## config.mk

```make
export PLATFORM = sky130hd
export DESIGN_NAME = apb_master_bridge_flat
export DESIGN_NICKNAME = d
export VERILOG_FILES = /design/src/rtl/apb_master_bridge_if.sv /design/src/rtl/apb_master_bridge.sv /design/src/flat_wrapper.sv
export SDC_FILE = /design/constraint.sdc
export NUM_CORES = 1
export LEC_CHECK = 0
export ABC_AREA = 1
export ABC_CLOCK_PERIOD_IN_PS = 4890
export CORE_ASPECT_RATIO = 1.5
export CORE_MARGIN = 2
export CORE_UTILIZATION = 38
export DETAILED_ROUTE_END_ITERATION = 8
export PLACE_DENSITY = 0.81
export SETUP_SLACK_MARGIN = 0.3
export SLEW_MARGIN = 10
export SYNTH_ARGS = -nofsm -noshare
export SYNTH_HDL_FRONTEND = slang
export SYNTH_SLANG_ARGS = --single-unit
```

## constraint.sdc

```tcl
create_clock -name PCLK -period 4.89 [get_ports PCLK]
set_input_delay 0.978 -clock PCLK [delete_from_list [all_inputs] [get_ports PCLK]]
set_output_delay 0.978 -clock PCLK [all_outputs]
set_load 0.01 [all_outputs]
```

## src/rtl/apb_master_bridge_if.sv

```systemverilog
// CPU-side request/response and APB bus signals of the bridge, one bundle.
// transfer is a request strobe taken only while the bridge is idle; ready is a one-cycle completion pulse, and err qualifies it.
interface apb_master_bridge_if;
  logic        transfer;
  logic        write;
  logic [31:0] addr;
  logic [31:0] wdata;
  logic [31:0] rdata;
  logic        ready;
  logic        err;
  logic [31:0] PADDR;
  logic        PWRITE;
  logic [31:0] PWDATA;
  logic        PENABLE;
  logic [3:0]  PSEL;
  logic [31:0] PRDATA0;
  logic [31:0] PRDATA1;
  logic [31:0] PRDATA2;
  logic [31:0] PRDATA3;
  logic [3:0]  PREADY;

  modport master (
    input  transfer, write, addr, wdata, PRDATA0, PRDATA1, PRDATA2, PRDATA3, PREADY,
    output rdata, ready, err, PADDR, PWRITE, PWDATA, PENABLE, PSEL
  );

  modport slave (
    output transfer, write, addr, wdata, PRDATA0, PRDATA1, PRDATA2, PRDATA3, PREADY,
    input  rdata, ready, err, PADDR, PWRITE, PWDATA, PENABLE, PSEL
  );
endinterface

```

## src/rtl/apb_master_bridge.sv

```systemverilog
// APB master: decodes a CPU request to one of four slots, runs SETUP/ACCESS,
// and returns read data with a completion pulse, or an error on bad decode/timeout.
module apb_master_bridge #(
  parameter int unsigned TIMEOUT = 16,
  parameter logic [15:0] BASE_HI = 16'h1000
) (
  input  logic                       PCLK,
  input  logic                       PRESET,
  apb_master_bridge_if.master        bus,
  output logic [2:0]                 dbg_state
);
  typedef enum logic [2:0] {IDLE, SETUP, ACCESS, DONE, ERR} state_t;

  localparam int CW = $clog2(TIMEOUT + 1);

  state_t         state;
  logic [1:0]     idx;
  logic [CW-1:0]  tmo_cnt;
  logic           addr_ok;
  logic           sel_ready;
  logic [31:0]    sel_rdata;

  assign addr_ok = (bus.addr[31:16] == BASE_HI) && (bus.addr[15:14] == 2'b00);

  // Only the selected slot's PREADY/PRDATA matter; the others are ignored.
  always_comb begin
    sel_ready = bus.PREADY[idx];
    case (idx)
      2'd0:    sel_rdata = bus.PRDATA0;
      2'd1:    sel_rdata = bus.PRDATA1;
      2'd2:    sel_rdata = bus.PRDATA2;
      default: sel_rdata = bus.PRDATA3;
    endcase
  end

  assign bus.PSEL    = (state == SETUP || state == ACCESS) ? (4'b0001 << idx) : 4'b0000;
  assign bus.PENABLE = (state == ACCESS);
  assign dbg_state   = state;

  always_ff @(posedge PCLK or posedge PRESET) begin
    if (PRESET) begin
      state      <= IDLE;
      idx        <= 2'd0;
      tmo_cnt    <= '0;
      bus.PADDR  <= 32'd0;
      bus.PWDATA <= 32'd0;
      bus.PWRITE <= 1'b0;
      bus.rdata  <= 32'd0;
      bus.ready  <= 1'b0;
      bus.err    <= 1'b0;
    end else begin
      bus.ready <= 1'b0;
      bus.err   <= 1'b0;
      case (state)
        IDLE: begin
          if (bus.transfer) begin
            bus.PADDR  <= bus.addr;
            bus.PWDATA <= bus.wdata;
            bus.PWRITE <= bus.write;
            idx        <= bus.addr[13:12];
            if (addr_ok) begin
              state <= SETUP;
            end else begin
              state     <= ERR;
              bus.ready <= 1'b1;
              bus.err   <= 1'b1;
              bus.rdata <= 32'd0;
            end
          end
        end
        SETUP: begin
          state   <= ACCESS;
          tmo_cnt <= '0;
        end
        ACCESS: begin
          // A PREADY arriving in the last allowed cycle wins over the timeout.
          if (sel_ready) begin
            state     <= DONE;
            bus.ready <= 1'b1;
            bus.rdata <= bus.PWRITE ? 32'd0 : sel_rdata;
          end else begin
            tmo_cnt <= tmo_cnt + 1'b1;
            if (tmo_cnt == CW'(TIMEOUT - 1)) begin
              state     <= ERR;
              bus.ready <= 1'b1;
              bus.err   <= 1'b1;
              bus.rdata <= 32'd0;
            end
          end
        end
        DONE:    state <= IDLE;
        ERR:     state <= IDLE;
        default: state <= IDLE;
      endcase
    end
  end
endmodule

```

## src/flat_wrapper.sv

```systemverilog
// flat-port wrapper written by rule: the top's interface ports become plain ports
module apb_master_bridge_flat 
#(
  parameter int unsigned TIMEOUT = 16,
  parameter logic [15:0] BASE_HI = 16'h1000
)
  (PCLK, PRESET, dbg_state, bus_transfer, bus_write, bus_addr, bus_wdata, bus_PRDATA0, bus_PRDATA1, bus_PRDATA2, bus_PRDATA3, bus_PREADY, bus_rdata, bus_ready, bus_err, bus_PADDR, bus_PWRITE, bus_PWDATA, bus_PENABLE, bus_PSEL);
  apb_master_bridge_if bus_i ();
  input  logic PCLK;
  input  logic PRESET;
  output logic [2:0] dbg_state;
  input wire logic [$bits(bus_i.transfer)-1:0] bus_transfer;
  input wire logic [$bits(bus_i.write)-1:0] bus_write;
  input wire logic [$bits(bus_i.addr)-1:0] bus_addr;
  input wire logic [$bits(bus_i.wdata)-1:0] bus_wdata;
  input wire logic [$bits(bus_i.PRDATA0)-1:0] bus_PRDATA0;
  input wire logic [$bits(bus_i.PRDATA1)-1:0] bus_PRDATA1;
  input wire logic [$bits(bus_i.PRDATA2)-1:0] bus_PRDATA2;
  input wire logic [$bits(bus_i.PRDATA3)-1:0] bus_PRDATA3;
  input wire logic [$bits(bus_i.PREADY)-1:0] bus_PREADY;
  output wire logic [$bits(bus_i.rdata)-1:0] bus_rdata;
  output wire logic [$bits(bus_i.ready)-1:0] bus_ready;
  output wire logic [$bits(bus_i.err)-1:0] bus_err;
  output wire logic [$bits(bus_i.PADDR)-1:0] bus_PADDR;
  output wire logic [$bits(bus_i.PWRITE)-1:0] bus_PWRITE;
  output wire logic [$bits(bus_i.PWDATA)-1:0] bus_PWDATA;
  output wire logic [$bits(bus_i.PENABLE)-1:0] bus_PENABLE;
  output wire logic [$bits(bus_i.PSEL)-1:0] bus_PSEL;
  assign bus_i.transfer = bus_transfer;
  assign bus_i.write = bus_write;
  assign bus_i.addr = bus_addr;
  assign bus_i.wdata = bus_wdata;
  assign bus_i.PRDATA0 = bus_PRDATA0;
  assign bus_i.PRDATA1 = bus_PRDATA1;
  assign bus_i.PRDATA2 = bus_PRDATA2;
  assign bus_i.PRDATA3 = bus_PRDATA3;
  assign bus_i.PREADY = bus_PREADY;
  assign bus_rdata = bus_i.rdata;
  assign bus_ready = bus_i.ready;
  assign bus_err = bus_i.err;
  assign bus_PADDR = bus_i.PADDR;
  assign bus_PWRITE = bus_i.PWRITE;
  assign bus_PWDATA = bus_i.PWDATA;
  assign bus_PENABLE = bus_i.PENABLE;
  assign bus_PSEL = bus_i.PSEL;
  apb_master_bridge #(.TIMEOUT(TIMEOUT), .BASE_HI(BASE_HI)) u_core (.PCLK(PCLK), .PRESET(PRESET), .bus(bus_i), .dbg_state(dbg_state));
endmodule
```

Word-level counts from Yosys, hierarchy flattened. Index checks and enable logic that the tools add are counted.

Register bits: 109. Latch bits: 0. Memory bits (writable): 0. Bits in read-only memories: 0. Bits of input ports: 200. Output and inout bits: 107. Memories kept: 0.

Add/sub/neg operators: 1. Multiply operators: 0. Div/mod/pow operators: 0. $lt $le $gt $ge: 1. Equal/unequal tests: 10. Shift-type cells: 1. Mux-type cells: 24. Bitwise logic cells: 0. Reductions and logical operators: 11.

Operators with widths (count): 2-to-1 mux 32 bit (5); one-hot mux 32 bit (3 select lines) (1); one-hot mux 32 bit (2 select lines) (1); equality test 16 x 13 -> 1 bit, second input constant (1); 2-to-1 mux 3 bit (4); one-hot mux 5 bit (2 select lines) (1); one-hot mux 3 bit (3 select lines) (1); 2-to-1 mux 1 bit (6); inequality test 2 bit, second input constant (3); AND reduction 2 bit (3); adder 5 x 1 -> 5 bit, second input constant (1); equality test 5 x 4 -> 1 bit, second input constant (1); 2-to-1 mux 5 bit (1); zero test 2 bit (2); 2-to-1 mux 4 bit (1); one-hot mux 1 bit (2 select lines) (2); AND reduction 4 bit (1); nonzero test 2 bit (2); << shifter 1 x 2 -> 4 bit, first input constant (1); equality test 3 x 1 -> 1 bit, second input constant (1); equality test 3 x 2 -> 1 bit, second input constant (1); zero test 3 bit (1); less-than comparator 2 x 3 -> 1 bit, second input constant (1); inequality test 3 x 1 -> 1 bit, second input constant (1); 5 further kinds (5).

Logic depth before layout (Yosys ltp). Gate-level depths: netlist (run 1).

Depth after elaboration: 5. Depth in mapped cells: 11. Depth with buffers taken out: 9.

Worst setup path before layout (run 1). Ideal clock, no wire load.

Kind: register to output. Start point: register u_core.state[0] (netlist: u_core.dbg_state[0]). End point: output port bus_PSEL[0]. Data arrival time: 1105 ps. Data required time: 3912 ps. Setup slack: 2807 ps. Cell stages (with the launch flop): 6. Path buffers: 0. Cell sequence: dfrtp_1 nor2_1 nand2_1 nand2_1 inv_1 nor3_1.

Cells in the longest elaborated chain, start to end: 3. Elaborated cells on any way between the ends: 4. Those cells by class: eq/ne: 2; mux: 1; reduce/logical: 1.

Ends and longest elaborated chain: start: declaration (line apb_master_bridge.sv:16) `state_t state;`; start signal: assignment (line apb_master_bridge.sv:42) `state <= IDLE;`; start signal: assignment (line apb_master_bridge.sv:62) `state <= SETUP;`; start signal: assignment (line apb_master_bridge.sv:64) `state <= ERR;`; equality test 3 x 1 -> 1 bit or equality test 3 x 2 -> 1 bit (tied branches) (line apb_master_bridge.sv:36) `assign bus.PSEL = (state == SETUP || state == ACCESS) ? (4'b0001 << idx) : 4'b0000;`; logical OR 1 bit (*) (line apb_master_bridge.sv:36); 2-to-1 mux 4 bit (*) (line apb_master_bridge.sv:36); end: declaration (line flat_wrapper.sv:28) `output wire logic [$bits(bus_i.PSEL)-1:0] bus_PSEL;`.

Mark *: on every way between the ends. The rest lies on a longest branch, timed or not.

Worst setup path after layout (run 1).
Start point: register u_core.state[0] (netlist: u_core.dbg_state[0]). End point: output port bus_PSEL[1].

Same word-level chain as after synthesis.

==> results of run 1 <==
## final cells by class
class | instances | share of cell area (%)
timing repair buffer | 312 | 36.2
inverter | 14 | 0.671
sequential | 107 | 31.2
clock buffer | 10 | 2.78
tap | 162 | 2.36
multi-input combinational | 397 | 26.0
clock inverter | 6 | 0.729
## synth_stat cells (all sizes together)
master | count | area [µm²]
nand2 | 224 | 863
dfrtp | 107 | 2680
mux2 | 60 | 676
nand3 | 38 | 235
nand4 | 32 | 200
buf | 24 | 193
nor2 | 20 | 85.1
inv | 14 | 55.1
o21ai | 9 | 45.0
clkbuf | 5 | 18.8
nor3 | 4 | 31.3
a21oi | 3 | 15.0
ha | 2 | 25.0
nand3b | 1 | 7.51
o211ai | 1 | 7.51
o21bai | 1 | 18.8
o22ai | 1 | 6.26
xor2 | 1 | 8.76
## critical path, cell delays in order, from the launching register on
cell	delay [ps]
dfrtp_1	440
nor2_1	150
nand2_1	120
nand2_1	130
inv_1	90
nor3_1	150
clkdlybuf4s50_1	620
## routing by layer
metal / GRT usage [%] / share of wire (%)
met2: 39.5 / 53
met3: 5.47 / 7.0
met5: 0 / 0
met4: 8.77 / 3.3
met1: 24.3 / 36
## flip-flops by register name (all words and copies together), names as in the netlist
register	cells
u_core.bus.err	1
u_core.bus.PADDR	31
u_core.bus.PWDATA	32
u_core.bus.ready	1
u_core.bus.rdata	32
u_core.idx	1
u_core.bus.PWRITE	1
u_core.tmo_cnt	5
u_core.dbg_state	3
## per-stage QoR
step | hold WS [ps] | power, W | util (%) | area (µm²)
floorplan | 453 | 0.00129 | - | 5170
global placement | 469 | 0.00167 | 61.8 | 8280
detailed placement | 474 | 0.00168 | 61.8 | 8280
CTS | 493 | 0.00242 | 64.0 | 8580
global route | 515 | 0.00251 | 64.0 | 8580
finish | 491 | 0.00239 | 64.0 | 8580
## cell usage in the layout (no fill, tap or decap), types with 2 or more instances in the layout
cell type and count:
nand2_4 2, buf_4 6, nand4_1 32, nor2_1 16
clkdlybuf4s50_1 306, nand3_2 10, ha_1 2, dfrtp_1 107
nor3_1 3, nor2_2 3, inv_6 3, nand2_2 3
clkbuf_16 9, o21ai_0 9, nand2_1 219, inv_1 12
inv_4 2, nand3_1 28, a21oi_1 3, mux2_2 57
mux2_1 3
## power groups by stage
stage               clock network (W)  logic [W]  registers, W
CTS                          0.000752   0.000652       0.00101
global route                 0.000794   0.000695       0.00102
global placement                    0   0.000640       0.00103
finish                       0.000733   0.000642       0.00101
detailed placement                  0   0.000651       0.00103
floorplan                           0   0.000233       0.00106
## cells by family (layout without fill, tap and decap cells)
logic type / Yosys count / after routing / share of synthesized area [%]
multiplexers: 60 / 60 / 13.1
flip-flops: 107 / 107 / 51.8
buffers and inverters: 43 / 342 / 5.16
AND/OR/NAND/NOR: 319 / 319 / 27.5
adder cells (fa/ha/maj): 2 / 2 / 0.484
XOR/XNOR: 1 / 1 / 0.169
AO/OA/AOI/OAI: 15 / 15 / 1.79
## how the worst max path moves through the flow
stage	depth (start not counted)	start	to
2_1_floorplan	1	PRESET	u_core.bus.PADDR[0]
3_3_place_gp	4	bus_transfer	u_core.bus.PWDATA[2]
3_5_place_dp	4	bus_transfer	u_core.bus.PADDR[24]
4_1_cts	6	u_core.dbg_state[0]	bus_PSEL[1]
5_1_grt	6	u_core.dbg_state[0]	bus_PSEL[1]
6_report	6	u_core.dbg_state[0]	bus_PSEL[1]
==> results.rst, run 1 <==
.. list-table::
   :header-rows: 1

   * - Metric
     - Value
   * - Total negative setup slack
     - 0 ps
   * - R2R cell count
     - 4
   * - Placed instance count
     - 992
   * - Combined flip-flop and latch cell area
     - 0.00268 mm²
   * - Initial DRC count
     - 145
   * - Number of warnings reported in the yosys synthesis log
     - 0
   * - All-layer global routing usage
     - 21.9%
   * - Height of the die
     - 147 µm
   * - PwrDens
     - 278 mW/mm²
   * - Syn nets
     - 749
   * - Post-Syn Area
     - 0.00517 mm²
   * - Reg power frac
     - 42.4%
   * - N_diodes
     - 0
   * - Root buffer selected by CTS
     - clkbuf_16
   * - Post-synthesis sequential element count
     - 107
   * - Internal power consumption
     - 0.00172 W
   * - Multi-input logic area
     - 0.00223 mm²
   * - Rows
     - 52
   * - Maximum number of pins on one net before global-route repair
     - 69
   * - Number of global-route vias before repair
     - 4,992
   * - Crit Path Max Fanout
     - 4
   * - Peak Freq
     - 330 MHz
   * - Clock Path Buffers
     - 2
   * - Required time worst endpoint
     - 3910 ps
   * - Clk network pwr share
     - 30.7%
   * - Worst rel slew slack
     - 25.1%
   * - Source of the worst hold timing path
     - u_core.bus.PADDR[26]
   * - Worst IR drop on VDD
     - 0.000168 V
   * - Vias per cell
     - 4.89
   * - Final critical path time including I/O delays and setup
     - 3030 ps
   * - Slew at the pin closest to its max-slew limit
     - 1120 ps
   * - RD Place Congestion
     - 0.782
   * - Residual antenna-violating net count after detailed routing
     - 0
   * - # Max-Cap Violations
     - 0
   * - Number of cells produced by synthesis
     - 547
   * - Data arrival time of the critical path
     - 2050 ps
   * - Congestion Overflow GR
     - 0
   * - Worst Setup Path Type
     - reg2out
   * - Clock Skew
     - 10.6 ps
   * - Die area
     - 0.0146 mm²
   * - Routed len/inst
     - 15.8 µm
   * - Gate power share
     - 26.9%
   * - Outcome
     - completed
   * - Horizontal die dimension
     - 99.2 µm
   * - HPWL after detailed placement
     - 12,300 µm
   * - Startpoint of the most critical register-to-register path
     - u_core.dbg_state[0]
   * - Number of buffers added on ports
     - 306
   * - Global-route wire length before repair
     - 25,100 µm
   * - CTS H-tree depth
     - 3
   * - Wire length reported by the detailed router
     - 15,900 µm
   * - Net switching power of the design
     - 0.000664 W
   * - Unrepaired setup endpoints after global routing
     - no
   * - Capturing point of the worst reg2reg path
     - u_core.bus.PADDR[30]
   * - Number of I/O pins
     - 307
   * - Total setup buffers inserted after CTS
     - 0
   * - Latest clock arrival within the worst-skew pair
     - 340 ps
   * - Core Box Area
     - 0.0134 mm²
   * - FF-to-FF setup slack
     - 2630 ps
   * - Clock-pin transition on the worst setup and hold timing paths
     - 80 ps
   * - Fraction of layout instances using a drive strength above 1
     - 12.1%
   * - Post-cts repair resize count
     - 0
   * - Final standard cell count with taps included and fillers excluded
     - 1,008
   * - Final layout net count
     - 1,043
   * - Growth of design area from synthesis to finish
     - 66.0%
   * - Class of the most critical hold timing path
     - reg2reg
   * - Register area share after synthesis
     - 51.8%
   * - Count of cell types in the netlist
     - 28
   * - Minimum setup slack after placement
     - 1640 ps
   * - End point of the most critical hold path
     - u_core.bus.PADDR[26]
   * - Hold Vio Cnt, Final
     - 0
   * - Total number of vias
     - 4,934
   * - Switching portion of total power
     - 27.8%
   * - Average size of a mapped cell
     - 9.45 µm²
   * - First-pass iteration count of the detailed router
     - 4
   * - Sort of element at the end of the critical path
     - output pin
   * - Antenna violations before repair
     - 0
   * - Effective utilization at floorplan
     - 38.6%
   * - Hold buffer count at cts
     - 0
   * - Period utilization
     - 61.9%
   * - P_leak
     - 3.74 nW
   * - Fin. max-slew vios
     - 0
   * - Worst Hold Depth
     - 2
   * - Residual DRC
     - 0
   * - Total of endpoints with negative setup slack in the final report
     - 0
   * - CP startpoint kind
     - register
   * - Num CTS Buffers
     - 9
   * - Clock tree from TritonCTS
     - done
   * - Total number of clock tree sinks
     - 107
   * - Number of fillers in the final layout
     - 1,121
   * - Worst setup slack after layout
     - 1860 ps
(Power assumes the default switching activity.)
==> run 2, diff against run 1 <==
--- a/config.mk
+++ b/config.mk
@@ -6,7 +6,7 @@
 export NUM_CORES = 1
 export LEC_CHECK = 0
 export ABC_AREA = 1
-export ABC_CLOCK_PERIOD_IN_PS = 4890
+export ABC_CLOCK_PERIOD_IN_PS = 2800
 export CORE_ASPECT_RATIO = 1.5
 export CORE_MARGIN = 2
 export CORE_UTILIZATION = 38
==> constraint.sdc (replaced) <==
create_clock -name PCLK -period 2.8 [get_ports PCLK]
set_input_delay 0.56 -clock PCLK [delete_from_list [all_inputs] [get_ports PCLK]]
set_output_delay 0.56 -clock PCLK [all_outputs]
set_load 0.01 [all_outputs]
==> results.rst, run 2 (synthesis results as in run 1) <==
.. list-table::
   :header-rows: 1

   * - Metric
     - Value
   * - Total negative setup slack
     - 0 ps
   * - CTS H-tree depth
     - 3
   * - Number of I/O pins
     - 307
   * - Multi-input logic area
     - 0.00223 mm²
   * - Worst hold slack
     - 490 ps
   * - Clock Path Buffers
     - 2
   * - Worst rel slew slack
     - 52.8%
   * - Routed wire length on met3
     - 978 µm
   * - Highest layer used for signal routing
     - met4
   * - Final critical path time including I/O delays and setup
     - 2360 ps
   * - Final standard cell utilization of the core
     - 64.5%
   * - Sort of element at the end of the critical path
     - output pin
   * - Post-cts repair resize count
     - 4
   * - Worst IR drop on VDD
     - 0.000267 V
   * - Height of the die
     - 147 µm
   * - Number of fillers in the final layout
     - 1,115
   * - Combined flip-flop and latch cell area
     - 0.00268 mm²
   * - Most frequent cells in the layout
     - clkdlybuf4s50_1 (302), nand2_1 (219), dfrtp_1 (107)
   * - Wire length reported by the detailed router
     - 15,800 µm
   * - Clock-pin transition on the worst setup and hold timing paths
     - 70 ps
   * - Slew at the pin closest to its max-slew limit
     - 708 ps
   * - Data arrival time of the critical path
     - 1800 ps
   * - Root buffer selected by CTS
     - clkbuf_16
   * - HPWL after detailed placement
     - 12,300 µm
   * - Most common cell after layout, fill and taps aside
     - clkdlybuf4s50_1
   * - First-pass iteration count of the detailed router
     - 4
   * - Peak Freq
     - 424 MHz
   * - Global-route wire length before repair
     - 24,800 µm
   * - Fin. max-slew vios
     - 0
   * - Total number of vias
     - 4,896
   * - Effective utilization at floorplan
     - 38.6%
   * - Growth of design area from synthesis to finish
     - 67.3%
   * - Fraction of layout instances using a drive strength above 1
     - 12.4%
   * - Total number of clock tree sinks
     - 107
   * - Num CTS Buffers
     - 9
   * - Core Box Area
     - 0.0134 mm²
   * - Antenna violations before repair
     - 0
   * - Rows
     - 52
   * - Class of the most critical hold timing path
     - reg2reg
   * - CP startpoint kind
     - register
   * - Clock Skew
     - 12.9 ps
   * - Required time worst endpoint
     - 2240 ps
   * - Residual antenna-violating net count after detailed routing
     - 0
   * - Latest clock arrival within the worst-skew pair
     - 340 ps
   * - M1 WL
     - 5800 µm
   * - Outcome
     - completed
   * - Period utilization
     - 84.2%
   * - Initial DRC count
     - 118
   * - PwrDens
     - 485 mW/mm²
   * - Worst Setup Path Type
     - reg2out
   * - Total of endpoints with negative setup slack in the final report
     - 0
   * - Hold buffer count at cts
     - 0
   * - Maximum number of pins on one net before global-route repair
     - 108
   * - Hold Vio Cnt, Final
     - 0
   * - Congestion Overflow GR
     - 0
   * - Die area
     - 0.0146 mm²
   * - Registers with the most flip-flops
     - u_core.bus.PWDATA x32, u_core.bus.rdata x32, u_core.bus.PADDR x31
   * - Routed len/inst
     - 15.6 µm
   * - Total setup buffers inserted after CTS
     - 0
   * - Number of global-route vias before repair
     - 4,935
   * - Residual DRC
     - 0
   * - RD Place Congestion
     - 0.827
   * - Horizontal die dimension
     - 99.2 µm
   * - Sum of met2 wire segment lengths after detailed routing
     - 8580 µm
   * - Unrepaired setup endpoints after global routing
     - no
   * - Final layout net count
     - 1,046
   * - P_leak
     - 3.77 nW
   * - Clock tree from TritonCTS
     - done
   * - N_diodes
     - 0
   * - # Max-Cap Violations
     - 0
   * - Vias per cell
     - 4.84
   * - Number of buffers added on ports
     - 306
   * - All-layer global routing usage
     - 21.4%
   * - Crit Path Max Fanout
     - 4
==> run 2: cell count changes in the layout (fill, tap and decap cells not counted), sizes merged, moves of 2 or more <==
cell	delta
clkdlybuf4s50	-4
clkinvlp	+4
dlygate4sd2	+4
buf	+3
clkinv	-2
inv	-2
==> run 2: final timing paths <==
check / startpoint / slack, ps / cells after the start / endpoint
setup / recovery: u_core.dbg_state[0] / 440 / 4 / bus_PENABLE
hold / removal: u_core.bus.PADDR[27] / 490 / 2 / u_core.bus.PADDR[27]
setup reg to reg: u_core.idx[0] / 850 / 7 / u_core.bus.rdata[26]
hold reg to reg: u_core.bus.PADDR[27] / 490 / 2 / u_core.bus.PADDR[27]
max in group asynchronous: PRESET / 1630 / 3 / u_core.bus.PWDATA[1]
min in group asynchronous: PRESET / 710 / 3 / u_core.bus.PWDATA[16]
==> run 2: power by group <==
part           internal, W  switching [W]
Sequential         0.00168      0.0000803
Clock             0.000710       0.000590
Combinational     0.000677       0.000452
==> run 2: metal layers <==
layer / track usage (%) / vias to the layer above
met5: 0 / -
met1: 23.3 / 2262
met2: 40.4 / 202
li1: - / 2405
met3: 4.14 / 27
met4: 7.26 / 0
==> run 2: cell type report <==
type,count,share of cell area (%)
timing repair buffer,315,36.6
inverter,14,0.680
clock inverter,7,0.970
sequential,107,31.0
clock buffer,9,2.60
tap,162,2.34
multi-input combinational,397,25.8
==> run 2: worst max-delay path, stage by stage (launching register included) <==
cell,delay (ps)
dfrtp_1,430
nor2_1,160
nand2_1,120
inv_1,160
clkdlybuf4s50_1,600
==> run 2: per-stage QoR <==
| step | worst slack (ps) | power, W | std cells | area (µm²) |
|---|---|---|---|---|
| 2_1_floorplan | 952 | 0.00226 | 547 | 5170 |
| 3_3_place_gp | 583 | 0.00292 | 995 | 8340 |
| 3_5_place_dp | 556 | 0.00294 | 995 | 8340 |
| 4_1_cts | 416 | 0.00425 | 1011 | 8650 |
| 5_1_grt | 315 | 0.00441 | 1011 | 8650 |
| 6_report | 443 | 0.00419 | 1011 | 8650 |
